==> config.mk <==
export PLATFORM = sky130hd
export DESIGN_NAME = sr_input_conditioner
export DESIGN_NICKNAME = d
export VERILOG_FILES = /design/src/rtl/sr_input_conditioner.sv
export SDC_FILE = /design/constraint.sdc
export NUM_CORES = 1
export LEC_CHECK = 0
export BUFFER_PORTS_ARGS = -buffer_cell sky130_fd_sc_hd__buf_2
export CELL_PAD_IN_SITES_DETAIL_PLACEMENT = 0
export CELL_PAD_IN_SITES_GLOBAL_PLACEMENT = 1
export CORE_UTILIZATION = 45
export DETAILED_ROUTE_END_ITERATION = 8
export GPL_ROUTABILITY_DRIVEN = 0
export HOLD_SLACK_MARGIN = 0.08
export PLACE_DENSITY_LB_ADDON = 0.1
export SYNTH_ARGS = -nofsm -noshare
export SYNTH_HDL_FRONTEND = slang
export SYNTH_SLANG_ARGS = --single-unit
export TNS_END_PERCENT = 50
==> constraint.sdc <==
create_clock -name clk -period 2.36 [get_ports clk]
set_input_delay 0.236 -clock clk [delete_from_list [all_inputs] [get_ports clk]]
set_output_delay 0.236 -clock clk [all_outputs]
set_load 0.005 [all_outputs]
==> src/rtl/sr_input_conditioner.sv <==
// rtl/sr_input_conditioner.sv - synchronise, debounce and edge-detect two buttons into exclusive S/R pulses
// Channel index 0 is the set button, index 1 the reset button.
module sr_input_conditioner #(
   parameter int DEBOUNCE_CYCLES = 500000,
   parameter int PULSE_CYCLES    = 1
) (
   input  logic clk,
   input  logic rst,
   input  logic set_btn,
   input  logic reset_btn,
   output logic S,
   output logic R,
   output logic busy,
   output logic conflict
);

   localparam int DB_W = $clog2(DEBOUNCE_CYCLES);
   localparam int PC_W = $clog2(PULSE_CYCLES + 1);
   localparam logic [DB_W-1:0] DB_MAX = DB_W'(DEBOUNCE_CYCLES - 1);
   localparam logic [PC_W-1:0] PC_MAX = PC_W'(PULSE_CYCLES);

   typedef enum logic [1:0] {
      IDLE  = 2'd0,
      SET_P = 2'd1,
      RST_P = 2'd2
   } state_t;

   logic [1:0]      btn_raw;
   logic [1:0]      sync1_q, sync1_d;
   logic [1:0]      sync2_q, sync2_d;
   logic [1:0]      stable_q, stable_d;
   logic [1:0]      prev_q, prev_d;
   logic [1:0]      evt;
   logic [DB_W-1:0] cnt_q [2];
   logic [DB_W-1:0] cnt_d [2];

   state_t          state_q, state_d;
   logic [PC_W-1:0] pcnt_q, pcnt_d;
   logic            s_q, s_d;
   logic            r_q, r_d;
   logic            busy_q, busy_d;
   logic            conflict_q, conflict_d;

   assign btn_raw = {reset_btn, set_btn};

   // Any sample matching the stable level restarts the count.
   always_comb begin
      sync1_d  = btn_raw;
      sync2_d  = sync1_q;
      stable_d = stable_q;
      prev_d   = stable_q;
      for (int i = 0; i < 2; i++) begin
         cnt_d[i] = '0;
         if (sync2_q[i] != stable_q[i]) begin
            if (cnt_q[i] == DB_MAX) begin
               stable_d[i] = sync2_q[i];
            end else begin
               cnt_d[i] = cnt_q[i] + DB_W'(1);
            end
         end
      end
      evt = stable_q & ~prev_q;
   end

   always_comb begin
      state_d    = state_q;
      pcnt_d     = pcnt_q;
      s_d        = 1'b0;
      r_d        = 1'b0;
      busy_d     = 1'b0;
      conflict_d = 1'b0;
      case (state_q)
         IDLE: begin
            if (evt[0] && evt[1]) begin
               conflict_d = 1'b1;
            end else if (evt[0]) begin
               state_d = SET_P;
               s_d     = 1'b1;
               busy_d  = 1'b1;
               pcnt_d  = PC_W'(1);
            end else if (evt[1]) begin
               state_d = RST_P;
               r_d     = 1'b1;
               busy_d  = 1'b1;
               pcnt_d  = PC_W'(1);
            end
         end
         SET_P, RST_P: begin
            // Events seen here are dropped, never queued.
            if (pcnt_q < PC_MAX) begin
               pcnt_d = pcnt_q + PC_W'(1);
               s_d    = (state_q == SET_P);
               r_d    = (state_q == RST_P);
               busy_d = 1'b1;
            end else begin
               state_d = IDLE;
               pcnt_d  = '0;
            end
         end
         default: begin
            state_d = IDLE;
            pcnt_d  = '0;
         end
      endcase
   end

   always_ff @(posedge clk) begin
      if (rst) begin
         sync1_q    <= '0;
         sync2_q    <= '0;
         stable_q   <= '0;
         prev_q     <= '0;
         cnt_q[0]   <= '0;
         cnt_q[1]   <= '0;
         state_q    <= IDLE;
         pcnt_q     <= '0;
         s_q        <= 1'b0;
         r_q        <= 1'b0;
         busy_q     <= 1'b0;
         conflict_q <= 1'b0;
      end else begin
         sync1_q    <= sync1_d;
         sync2_q    <= sync2_d;
         stable_q   <= stable_d;
         prev_q     <= prev_d;
         cnt_q[0]   <= cnt_d[0];
         cnt_q[1]   <= cnt_d[1];
         state_q    <= state_d;
         pcnt_q     <= pcnt_d;
         s_q        <= s_d;
         r_q        <= r_d;
         busy_q     <= busy_d;
         conflict_q <= conflict_d;
      end
   end

   assign S        = s_q;
   assign R        = r_q;
   assign busy     = busy_q;
   assign conflict = conflict_q;

endmodule

## Word-level counts from Yosys, hierarchy flattened

Memories as Yosys holds them, arrays and structs flattened.
Cells that the tools add are included.

| operators by class | value |
|---|---|
| $add $sub $neg | 3 |
| order comparisons | 1 |
| eq/ne operators | 9 |
| multiplexer cells | 33 |
| bitwise logic cells | 5 |
| reduce and logical (&&, ||, !) cells | 8 |

Operators with widths:

| cell | number |
|---|---|
| 19-bit 2-to-1 mux | 6 |
| 19-bit by 1-bit adder with 19-bit output, second input constant | 2 |
| 19-bit equality test, second input constant | 2 |
| 1-bit 2-to-1 mux | 18 |
| 2-bit 2-to-1 mux | 4 |
| 1-bit case mux with 2 select lines | 4 |
| 2-bit AND reduction | 3 |
| 2-bit != test, second input constant | 2 |
| 2-bit case mux with 2 select lines | 1 |
| 2-bit OR reduction | 2 |
| 3-bit != test, second input constant | 1 |
| 3-bit AND reduction | 1 |
| 2-bit AND | 1 |
| 2-bit by 1-bit equality test with 1-bit output, second input constant | 1 |
| 2-bit equality test, second input constant | 1 |
| 2-bit logical NOT | 1 |
| 1-bit != test | 2 |
| 2-bit NOT | 1 |
| 1-bit bitwise OR | 2 |
| 1-bit adder, second input constant | 1 |
| 1-bit logical AND | 1 |
| 1-bit less-than comparator, second input constant | 1 |
| 1-bit NOT | 1 |

| storage, ports and cells | value |
|---|---|
| bits in registers | 15 |
| bits in writable memories | 38 |
| logic and storage cells | 71 |
| memories kept | 1 |

Memory list:

| memory | words | bits a word | read ports | clocked after Yosys merged registers in | write ports | line | text |
|---|---|---|---|---|---|---|---|
| cnt_q | 2 | 19 | 2 | 0 | 2 | 34 | `logic [DB_W-1:0] cnt_q [2];` |

## Depth between registers and ports, before layout

| logic depth | value |
|---|---|
| depth in word-level cells | 6 |
| depth in mapped cells | 6 |

## Worst setup path after synthesis

Ideal clock, no wire load.

| timing | value |
|---|---|
| path kind | reg2reg |
| start point | mem cnt_q[0][14] (netlist bit) |
| end point | mem cnt_q[0][12] (netlist bit) |
| data arrival time | 1815 ps |
| required time | 2245 ps |
| setup slack | 430 ps |
| cell stages (with the launch flop) | 6 |
| path buffers | 1 |
| path through | dfxtp_1 -> or4_1 -> or4_4 -> o211ai_4 -> buf_6 -> nor2_1 |

RTL lines:

| what | line |
|---|---|
| start, declared | 34 |

==> run_results.csv <==
group,metric,value,unit
status,status,"complete, no violations",
clock_network,cts_tree,"built",
clock_network,worstSkewPairLatency,0.31,ns
logic_synthesis,syn-num-nets,281,
power_and_ir_drop,p_total,1.56,mW
global_route,grt.overflow.total,0,
drt,drc,0,
logic_synthesis,synthDistinctLibCells,39,
final_layout,final_cells,352,
final_layout,n_antenna_cell,0,
placement,dp_cells,344,
die,initial_utilization,46.8,%
logic_synthesis,yosys.area_share.xor_xnor,11.0,%
clock_network,path_clk_slew,0.10,ns
power_and_ir_drop,power.density,597,nW/µm²
timing,slew_violations,0,
clock_network,cts_buffer_depth,2,
die,die_w,74.9,µm
setup_path,criticalPathCategory,"reg2reg",
clock_network,root_buffer,"clkbuf_8",
timing,timing.fmax,501,MHz
final_layout,fin_nets,291,
setup_path,r2r_setup_slack,0.36,ns
clock_network,hold_buffers,0,
clock_network,cts_setup_buffers,0,
final_layout,area_growth,9.63,%
global_route,grt_pass1_vias,1641,
logic_synthesis,synth_compound_area_share,8.22,%
min_path,hp-class,"in2reg",
timing,rsz0062_at_grt,"no",
drt,totalWireLength,4.41,mm
power_and_ir_drop,p_leak,0.799,nW
drt,routed_via_density,5.25,
clock_network,cts.sinks,53,
setup_path,rr_startpoint,"cnt_q[0][14]",
drt,ant_nets,0,
logic_synthesis,synthSimpleGateAreaFrac,29.2,%
clock_network,numCtsBuffers,5,
drt,first_pass_iters,4,
clock_network,htree_levels,2,
die,die-area,5610,µm²
timing,tns,0,ns
run,drv_cap,0,
setup_path,cp-end-kind,"register",
setup_path,critPathLaunch,"cnt_q[0][14]",
logic_synthesis,ys_ff_latch,53,
timing,finalCriticalPeriod,2.00,ns
logic_synthesis,syn-instance-count,271,
global_route,grt_usage,17.5,%
logic_synthesis,synth_fa_ha_area_share,3.14,%
power_and_ir_drop,peakVddDrop,0.000306,V
logic_synthesis,yosys_warnings,0,
drt,drt_iter0_markers,74,
logic_synthesis,synth.mux.area_fraction,0.419,%
timing,period_share,84.6,%
timing,setup_viol,0,
die,rows,26,
timing,hold_viol,0,
setup_path,rr_worst_depth,5,
setup_path,worstPathMaxFanout,19,
logic_synthesis,synth_top_family_by_area,"simple AND/OR/NAND/NOR gates",
drt,vias,1847,
setup_path,cp-endpoint,"cnt_q[0][11]",
timing,worst_pin_slew,0.562,ns
setup_path,rr_endpoint,"cnt_q[0][11]",
die,dieHeight,74.9,µm
drt,wire_per_inst,12.5,µm
die,core_area,5110,µm²
placement,dp_hpwl,3.07,mm
global_route,grt_pass1_wl,7.55,mm
setup_path,critical_path_arrival,2.19,ns
timing,clock_skew,0.00934,ns
die,io_pins,8,
logic_synthesis,ys_seq_area_share,44.4,%
final_layout,drive_gt1_share,8.87,%
logic_synthesis,synth.cell_area,2390,µm²
global_route,antenna_found_initial,0,
global_route,grt_max_degree,20,
placement,portBuffers,7,
setup_path,worstPathRequired,2.55,ns
logic_synthesis,syn_avg_cell_area,8.82,µm²
clock_network,cts_resized,0,
min_path,whs_path_depth,2,
setup_path,start_kind,"register",
timing,relSlewSlack,62.5,%
power breakdown:
part / internal [mW] / switching, mW / total, mW
combinational: 0.00680 / 0.0134 / 0.0202
sequential: 0.898 / 0.00266 / 0.900
clock: 0.346 / 0.298 / 0.644
total: 1.25 / 0.314 / 1.56
final cells by class:
class | count | area (µm²)
multi-input cells | 197 | 1240
inverters | 13 | 48.8
clock inverters | 1 | 30.0
clock buffers | 7 | 86.3
fillers | 516 | 2490
flip-flops and latches | 53 | 1060
repair buffers | 11 | 65.1
well taps | 70 | 87.6
worst max-delay path, cell delays in order (launching register included):
cell and delay [ns]:
dfxtp_1 0.36, or4_1 0.52, or4_4 0.52, o211ai_4 0.16, buf_4 0.26, nor2_1 0.08
layer usage:
layer	vias up	track usage [%]	share of wire, %
li1	973	-	-
met2	24	27.4	44
met3	8	4.15	2.5
met5	-	0	0
met4	0	6.50	1.4
met1	842	23.5	52
registers in the layout, summed over array words and instances, names as in the netlist:
register and flops:
conflict 1, S 1, pcnt_q 1, R 1, busy 1, sync1_q 2, sync2_q 2, prev_q 2
prev_d 2, state_q 2, cnt_q 38
placed cells by master (no fill, tap or decap), drive strengths merged, types with 9 or more instances in the layout:
| cell type | n |
|---|---|
| dfxtp | 53 |
| nor2 | 34 |
| xnor2 | 21 |
| nand3 | 15 |
| nand2 | 14 |
| inv | 13 |
| nand4 | 13 |
| a21oi | 12 |
| nor3 | 11 |
| buf | 11 |
| nor4 | 9 |
| xor2 | 9 |
logic make-up after synthesis:
logic type,Yosys count
adders and majority gates,6
AOI/OAI and AO/OA,30
muxes,1
DFF,53
and+or+nand+nor,130
xor gates and xnor gates,30
buffers and inverters,21
worst min-delay path by stage:
| stage | from | to | slack (ns) |
|---|---|---|---|
| global route | set_btn | sync1_q[0] | 0.16 |
| detailed placement | sync1_q[1] | sync2_q[1] | 0.44 |
| global placement | sync1_q[1] | sync2_q[1] | 0.42 |
| floorplan | rst | prev_q[1] | 0.32 |
| CTS | set_btn | sync1_q[0] | 0.13 |
| finish | set_btn | sync1_q[0] | 0.13 |
synth_stat cells, drive strengths merged:
cell,number,area share [%]
nor2b,8,2.1
nand2b,1,0.26
nand4bb,1,0.47
nand2,14,2.2
a22oi,1,0.31
or3,6,1.6
nand4b,1,0.37
or4,5,1.7
xor2,9,3.3
o41ai,1,0.37
nor3,11,2.3
ha,6,3.1
and4b,1,0.42
nand3,15,3.1
or3b,1,0.37
xnor2,21,7.7
nand3b,2,0.63
and4,2,0.73
o21ai,8,1.7
and3,2,0.52
dfxtp,53,44
nor2,34,5.3
nor4b,2,0.73
mux2i,1,0.42
a21oi,12,2.5
a31o,2,0.73
nor4,9,2.4
or2,2,0.52
clkbuf,6,0.94
o31ai,2,0.63
inv,13,2.0
o21bai,1,0.31
a21bo,1,0.42
o211ai,1,0.89
buf,2,0.68
nand4,13,3.4
a32oi,1,0.37
per-stage QoR:
| stage | instance area, µm² | hold slack, ns | setup slack, ns | util [%] |
|---|---|---|---|---|
| final | 2620 | 0.135 | 0.363 | 51.3 |
| after floorplan | 2390 | 0.316 | 0.430 | - |
| after CTS | 2620 | 0.130 | 0.340 | 51.3 |
| after global placement | 2500 | 0.417 | 0.389 | 49.0 |
| after detailed placement | 2500 | 0.437 | 0.357 | 49.0 |
| after global routing | 2620 | 0.161 | 0.275 | 51.3 |
(Power assumes the default switching activity.)
